File: src/rtl/prover_round_seq.sv
// Sumcheck prover round sequencer: walks npoints phase-1 rounds then npoints
// phase-2 rounds, one per valid/ready handshake, with registered round masks.
module prover_round_seq #(
   parameter  int npoints = 5,
   localparam int RW      = $clog2(npoints) + 1
) (
   input  logic               clk,
   input  logic               rst,
   input  logic               start,
   input  logic               rnd_ready,
   output logic               rnd_valid,
   output logic               phase2,
   output logic [RW-1:0]      round_num,
   output logic [npoints-1:0] round_rev,
   output logic [npoints-1:0] rnd_mask,
   output logic [npoints-1:0] rn2_mask,
   output logic               last_round,
   output logic               busy,
   output logic               done
);

   typedef enum logic [1:0] {S_IDLE, S_P1, S_P2, S_DONE} state_t;

   state_t          r_state;
   state_t          w_state_nxt;
   logic [RW-1:0]   w_r_nxt;
   logic            w_hs;
   logic            w_last_r;

   // Shift at npoints+1 bits so that r == npoints would still yield all ones.
   function automatic logic [npoints-1:0] thermo(input logic [RW-1:0] r);
      logic [npoints:0] t;
      t = ((npoints+1)'(1) << r) - (npoints+1)'(1);
      return t[npoints-1:0];
   endfunction

   function automatic logic [npoints-1:0] bitrev(input logic [RW-1:0] r);
      logic [npoints-1:0] e;
      logic [npoints-1:0] v;
      e = npoints'(r);
      for (int i = 0; i < npoints; i++) v[i] = e[npoints-1-i];
      return v;
   endfunction

   assign w_hs     = rnd_valid & rnd_ready;
   assign w_last_r = (round_num == RW'(npoints - 1));

   always_ff @(posedge clk) begin
      if (rst) r_state <= S_IDLE;
      else     r_state <= w_state_nxt;
   end

   // round_num doubles as the round counter; it is zero outside P1/P2.
   always_comb begin
      w_state_nxt = r_state;
      w_r_nxt     = round_num;
      case (r_state)
         S_IDLE: begin
            if (start) begin
               w_state_nxt = S_P1;
               w_r_nxt     = '0;
            end
         end
         S_P1: begin
            if (w_hs) begin
               if (w_last_r) begin
                  w_state_nxt = S_P2;
                  w_r_nxt     = '0;
               end else begin
                  w_r_nxt = round_num + RW'(1);
               end
            end
         end
         S_P2: begin
            if (w_hs) begin
               if (w_last_r) begin
                  w_state_nxt = S_DONE;
                  w_r_nxt     = '0;
               end else begin
                  w_r_nxt = round_num + RW'(1);
               end
            end
         end
         S_DONE: begin
            w_state_nxt = S_IDLE;
            w_r_nxt     = '0;
         end
         default: begin
            w_state_nxt = S_IDLE;
            w_r_nxt     = '0;
         end
      endcase
   end

   // Outputs are registered from the next state so they line up with r_state.
   always_ff @(posedge clk) begin
      if (rst) begin
         rnd_valid  <= 1'b0;
         phase2     <= 1'b0;
         round_num  <= '0;
         round_rev  <= '0;
         rnd_mask   <= '0;
         rn2_mask   <= '1;
         last_round <= 1'b0;
         busy       <= 1'b0;
         done       <= 1'b0;
      end else begin
         rnd_valid  <= (w_state_nxt == S_P1) || (w_state_nxt == S_P2);
         phase2     <= (w_state_nxt == S_P2);
         round_num  <= w_r_nxt;
         round_rev  <= bitrev(w_r_nxt);
         rnd_mask   <= (w_state_nxt == S_P1) ? thermo(w_r_nxt) :
                       (w_state_nxt == S_P2) ? '1 : '0;
         rn2_mask   <= (w_state_nxt == S_P2) ? ~thermo(w_r_nxt) : '1;
         last_round <= (w_state_nxt == S_P2) && (w_r_nxt == RW'(npoints - 1));
         busy       <= (w_state_nxt != S_IDLE);
         done       <= (w_state_nxt == S_DONE);
      end
   end

endmodule
File: config.mk
export PLATFORM = sky130hd
export DESIGN_NAME = prover_round_seq
export DESIGN_NICKNAME = d
export VERILOG_FILES = /design/src/rtl/prover_round_seq.sv
export SDC_FILE = /design/constraint.sdc
export NUM_CORES = 1
export LEC_CHECK = 0
export CAP_MARGIN = 0
export CORE_MARGIN = 4
export CORE_UTILIZATION = 36
export DETAILED_ROUTE_END_ITERATION = 8
export HOLD_SLACK_MARGIN = 0.02
export PLACE_DENSITY_LB_ADDON = 0.25
export REMOVE_ABC_BUFFERS = 1
export SYNTH_ARGS = -nofsm -noshare
export SYNTH_HDL_FRONTEND = slang
export SYNTH_SLANG_ARGS = --single-unit
File: constraint.sdc
create_clock -name clk -period 3.7 [get_ports clk]
set_clock_uncertainty 0.05 [all_clocks]
set_input_delay 0.74 -clock clk [delete_from_list [all_inputs] [get_ports clk]]
set_output_delay 0.74 -clock clk [all_outputs]
set_load 0.05 [all_outputs]
Word level (Yosys, flattened, before mapping)
Index checks and enable logic that the tools add are counted.

cells by class
  $add $sub $neg = 2
  $mul = 0
  div/mod/pow operators = 0
  order comparisons = 0
  eq/ne operators = 8
  shift operators = 1
  multiplexer cells = 12
  bitwise logic cells = 3
  reductions and logical operators = 6

operator list
  cell                                               count
  two-way mux 4 bit                                  3
  case mux 4 bit (3 select lines)                    1
  two-way mux 2 bit                                  5
  two-way mux 5 bit                                  2
  == test 2 bit (second input constant)              4
  == test 4 x 3 -> 1 bit (second input constant)     2
  case mux 2 bit (4 select lines)                    1
  inverter 5 bit                                     1
  left shift 1 x 4 -> 5 bit (first input constant)   1
  subtractor 5 x 2 -> 5 bit (second input constant)  1
  adder 4 x 1 -> 4 bit (second input constant)       1
  == test 2 x 1 -> 1 bit (second input constant)     2
  OR reduction 2 bit                                 2
  zero test 2 bit                                    1
  nonzero test 2 bit                                 1
  bitwise AND 1 bit                                  1
  logical AND 1 bit                                  1
  logical OR 1 bit                                   1
  inverter 1 bit                                     1

storage, ports and cells
  bits in registers = 26
  latch bits = 0
  RAM bits = 0
  memory bits (read-only) = 0
  input port bits = 4
  logic and storage cells = 43
  memories kept = 0

Logic depth before layout (Yosys ltp)
  depth after elaboration = 7
  gate-level depth with buffers = 13
  depth with buffers taken out = 12

Least setup slack after synthesis
No wires, ideal clock.

  kind = reg2reg
  from = register round_num[0]
  to = register rn2_mask[4]
  setup time = 78 ps
  arrival = 2637 ps
  required time = 3572 ps
  path slack = 935 ps
  stages on the path, launching flop included = 11
  period minus slack after synthesis = 2765 ps
  path through = dfxtp_1 > ha_1 > nand3_1 > xor2_1 > and3_1 > o31ai_4 > or3_1 > ha_1 > and2_1 > a31o_1 > a32oi_1

on the way
  longest elaborated chain between the ends = 7
  elaborated cells between the ends (all ways) = 17
  classes of those cells = 2 x add/sub; 2 x eq/ne; 1 x shift; 9 x mux; 2 x bitwise; 1 x reduce/logical

ends and longest elaborated chain
  element                                                                                    RTL line    RTL
  from (decl)                                                                                13          output logic [RW-1:0] round_num,
  from (signal assigned)                                                                     110         round_num <= w_r_nxt;
  adder 4 x 1 -> 4 bit / == test 4 x 3 -> 1 bit (equally long branches)                      70, 80, 46
  two-way mux 4 bit, or another cell as far along                                            66, 76
  two-way mux 4 bit, or another cell as far along                                            65          if (w_hs) begin
  case mux 4 bit (3 select lines) / case mux 2 bit (4 select lines) (equally long branches)  57          case (r_state)
  left shift 1 x 4 -> 5 bit / == test 2 bit (equally long branches)                          33, 114
  subtractor 5 x 2 -> 5 bit / inverter 1 bit (equally long branches)                         n/a
  inverter 5 bit / OR reduction 2 bit (equally long branches)                                n/a
  to (signal assigned)                                                                       114         rn2_mask <= (w_state_nxt == S_P2) ? ~thermo(w_r_nxt) : '1;
  to (decl)                                                                                  16          output logic [npoints-1:0] rn2_mask,

Parallel ways exist; a longest one is shown, timed or not.
A chain may end at the register's enable or synchronous reset.

Worst setup path in the final report
  from = input port rnd_ready
  to = register rn2_mask[4]

on the way
  longest elaborated chain between the ends = 6
  elaborated cells between the ends (all ways) = 12
  classes of those cells = 1 x add/sub; 1 x eq/ne; 1 x shift; 5 x mux; 3 x bitwise; 1 x reduce/logical

ends and longest elaborated chain
  element                                                                                    RTL line  RTL
  from (decl)                                                                                10        input logic rnd_ready,
  bitwise AND 1 bit (*)                                                                      45        assign w_hs = rnd_valid & rnd_ready;
  two-way mux 4 bit, or another cell as far along                                            65
  case mux 4 bit (3 select lines) / case mux 2 bit (4 select lines) (equally long branches)  57
  left shift 1 x 4 -> 5 bit / == test 2 bit (equally long branches)                          33, 114
  subtractor 5 x 2 -> 5 bit / inverter 1 bit (equally long branches)                         n/a
  inverter 5 bit / OR reduction 2 bit (equally long branches)                                n/a

Mark *: on every way between the ends. The rest lies on a longest branch, timed or not.

==> summary.txt <==
Outcome
  – Outcome: completed

Detailed routing
  – DRT Pass-1 Iters: 4
  – Via count: 927
  – DRC: 0
  – Wire length per cell: between 10 and 15 um
  – Post-route ant nets: 0
  – First DRT Iteration DRCs: 44
  – Final wirelength: between 2000 and 2500 um
  – Vias per std cell: between 4 and 5

GRT
  – Via count of the first global-routing pass: approximately 920
  – Global-route wire length before repair: roughly 4000 um
  – GR Overflow Total: 0
  – Initial antenna violation count: 0
  – GR Util All Layers: roughly 13%
  – Largest net degree at the start of global routing: 13

Clock tree
  – Setup bufs post-CTS: 0
  – Cts bufs inserted: 3
  – Resized cells post-CTS: 0
  – Clk_lat worst skew: 300 ps
  – Clock transition at the registers of the reported paths: approximately 110 ps
  – Worst-case clock buffer depth: 2
  – Sink Count: 21
  – Post-CTS Hold Buffers: 0
  – H-tree depth: 1
  – CTS tree: built
  – CTS root buffer: clkbuf_4

Power
  – Pwr dens: 312 nW/um2
  – Pleak: between 0.5 and 0.6 nW
  – Final Power: 0.443 mW
  – VDD IR-drop max: ~0.0002 V

Floorplan
  – Core area: 3030 um2
  – Num rows: 20
  – DIE HEIGHT: around 64 um
  – Die area: roughly 4000 um2
  – Die Wd: between 60 and 70 um
  – Initial Utilization: a little under two fifths
  – I/O pin cnt: 28

Critical path
  – CP max stage delay: 500 ps
  – Crit Path Class: in2reg
  – CP arrival: 3150 ps
  – Worst R2R Start: r_state[0]
  – Worst Reg-to-Reg Cells: 10
  – Worst reg2reg setup slack: slightly above 900 ps
  – CP required: between 3000 and 4000 ps
  – Cell breakdown of the critical path: clkdlybuf4s50_1, nand2_1, or3_1, and3_1, o31ai_4, inv_1, nand3_1, ha_1, nor2_1, a31o_1, a32oi_1
  – Worst path slowest cell: clkdlybuf4s50_1
  – Crit path capture type: flop
  – Highest fanout seen on the critical path: 6
  – Worst r2r dst: rnd_mask[4]
  – Startpoint Class: primary input

Timing
  – Final setup vio count: 0
  – Final Max Slew Viols: 0
  – Crit share post-route: between 80% and 90%
  – Slew @ Worst Pin: 499 ps
  – Relative slew slack: between 60% and 70%
  – Peak Freq: between 0.3 and 0.4 GHz
  – Crit path time final: just under 3000 ps
  – Sum Neg Setup Slack: 0 ps
  – RSZ-0062 raised after global routing: no
  – Final hold violation count: 0
  – Worst hold slack: about 710 ps

Yosys
  – Main flop type after synthesis: dfxtp_1
  – Syn avg cell area: ~9.0 um2
  – Count leader, synth: dfxtp_1
  – Yosys warns: 0
  – Most frequent cells after synthesis: dfxtp_1, nor2_1, ha_1
  – Synth Register Bits: 21
  – Yosys cell types: 40
  – Post-synthesis sequential area ratio: between 30% and 40%
  – Synth top area share: between 30% and 40%
  – Post-synth EDFFs: 0
  – Synth top area cells: dfxtp_1, ha_1, nor2_1
  – Cells after Synth: about 130
  – Fraction of registers with async set/reset: 0%
  – Mapped Area: 1130 um2
  – Synth area leader: dfxtp_1

Placed design
  – Placer Congestion: around 0.8
  – Dpl hpwl: ~1800 um
  – Post-DP Area: about 1400 um2
  – Port bufs: 26

Worst hold path
  – Hold Path Class: reg2reg
  – Hold path depth: 3
  – Min-Delay Endpoint: r_state[0]
  – Hold_sp: r_state[0]

Layout
  – Share of layout cells above drive strength 1: between 8 and 9%
  – Final Util: approximately 47%
  – Syn-to-layout area delta: 26.0%
  – ANT cells: 0
  – Layout Nets: approximately 160
  – Fin area: ~1400 um2

Flow run
  – Max cap viols: 0
## metal layers
metal | vias to the layer above | GRT usage (%) | wire length [um]
met2 | 26 | 21.5 | 1130
met5 | - | 0 | 0
met1 | 428 | 15.2 | 998
met3 | 4 | 3.51 | 125
li1 | 469 | - | -
met4 | 0 | 4.04 | 34
## cells in the final DEF, fill, tap and decap left out, types with 2 or more instances in the layout
master / netlist / final
and2_1: 2 / 2
nand2b_1: 3 / 3
o21ai_2: 2 / 2
a32oi_1: 2 / 2
clkdlybuf4s50_1: 0 / 26
ha_1: 10 / 10
nor2b_1: 5 / 5
nand4_1: 2 / 2
dfxtp_1: 21 / 21
clkbuf_4: 0 / 3
or3_1: 2 / 2
nand2_1: 7 / 7
o22a_1: 2 / 2
nor2_1: 13 / 13
o21bai_1: 2 / 2
o21ai_0: 5 / 5
inv_1: 8 / 8
nand3_1: 5 / 5
a21oi_1: 5 / 5
## logic make-up after synthesis
group / Yosys count / synth area share (%)
other: 1 / 0.333
adder cells (fa/ha/maj): 10 / 11.1
XOR/XNOR: 2 / 1.55
flip-flops: 21 / 37.3
buffers and inverters: 17 / 7.77
AO/OA/AOI/OAI: 27 / 18.9
AND/OR/NAND/NOR: 46 / 22.2
multiplexers: 1 / 0.888
## registers in the layout (all words and copies together) (netlist names), 2 cells and up
name / flops
rnd_mask: 5
round_num: 3
r_state: 2
rn2_mask: 5
## cell type report
class	instances	area, um2
Tap cell	44	55.1
Inverter	8	30.0
Timing Repair Buffer	27	268
Clock buffer	3	22.5
Clock inverter	1	5.00
Fill cell	286	1610
Multi-Input combinational cell	87	619
Sequential cell	21	420
## metrics by stage
| stage | worst slack, ps | instances |
|---|---|---|
| 6_report | 735 | 191 |
| 5_1_grt | 555 | 191 |
| 4_1_cts | 742 | 191 |
| 3_5_place_dp | 420 | 187 |
| 3_3_place_gp | 490 | 187 |
| 2_1_floorplan | 588 | 116 |
## power breakdown
group	internal (mW)	switching, mW
combinational	0.0312	0.0627
sequential	0.235	0.00424
clock	0.0403	0.0693
## how the worst max path moves through the flow
stage	slack (ps)	start	depth (start not counted)	end
after floorplan	590	round_num[0]	10	rn2_mask[4]
after detailed placement	420	rnd_ready	11	rn2_mask[4]
after global routing	550	rnd_ready	10	rnd_mask[0]
after global placement	490	rnd_ready	11	rn2_mask[4]
after CTS	740	rnd_ready	11	rn2_mask[4]
final	740	rnd_ready	11	rn2_mask[4]
## critical path, delay by kind of cell
| family | cells | cell delay, ps |
|---|---|---|
| compound gates | 3 | 570 |
| buf+inv | 2 | 620 |
| simple gates | 5 | 940 |
| fa+ha+maj | 1 | 260 |
(Power assumes the default switching activity.)
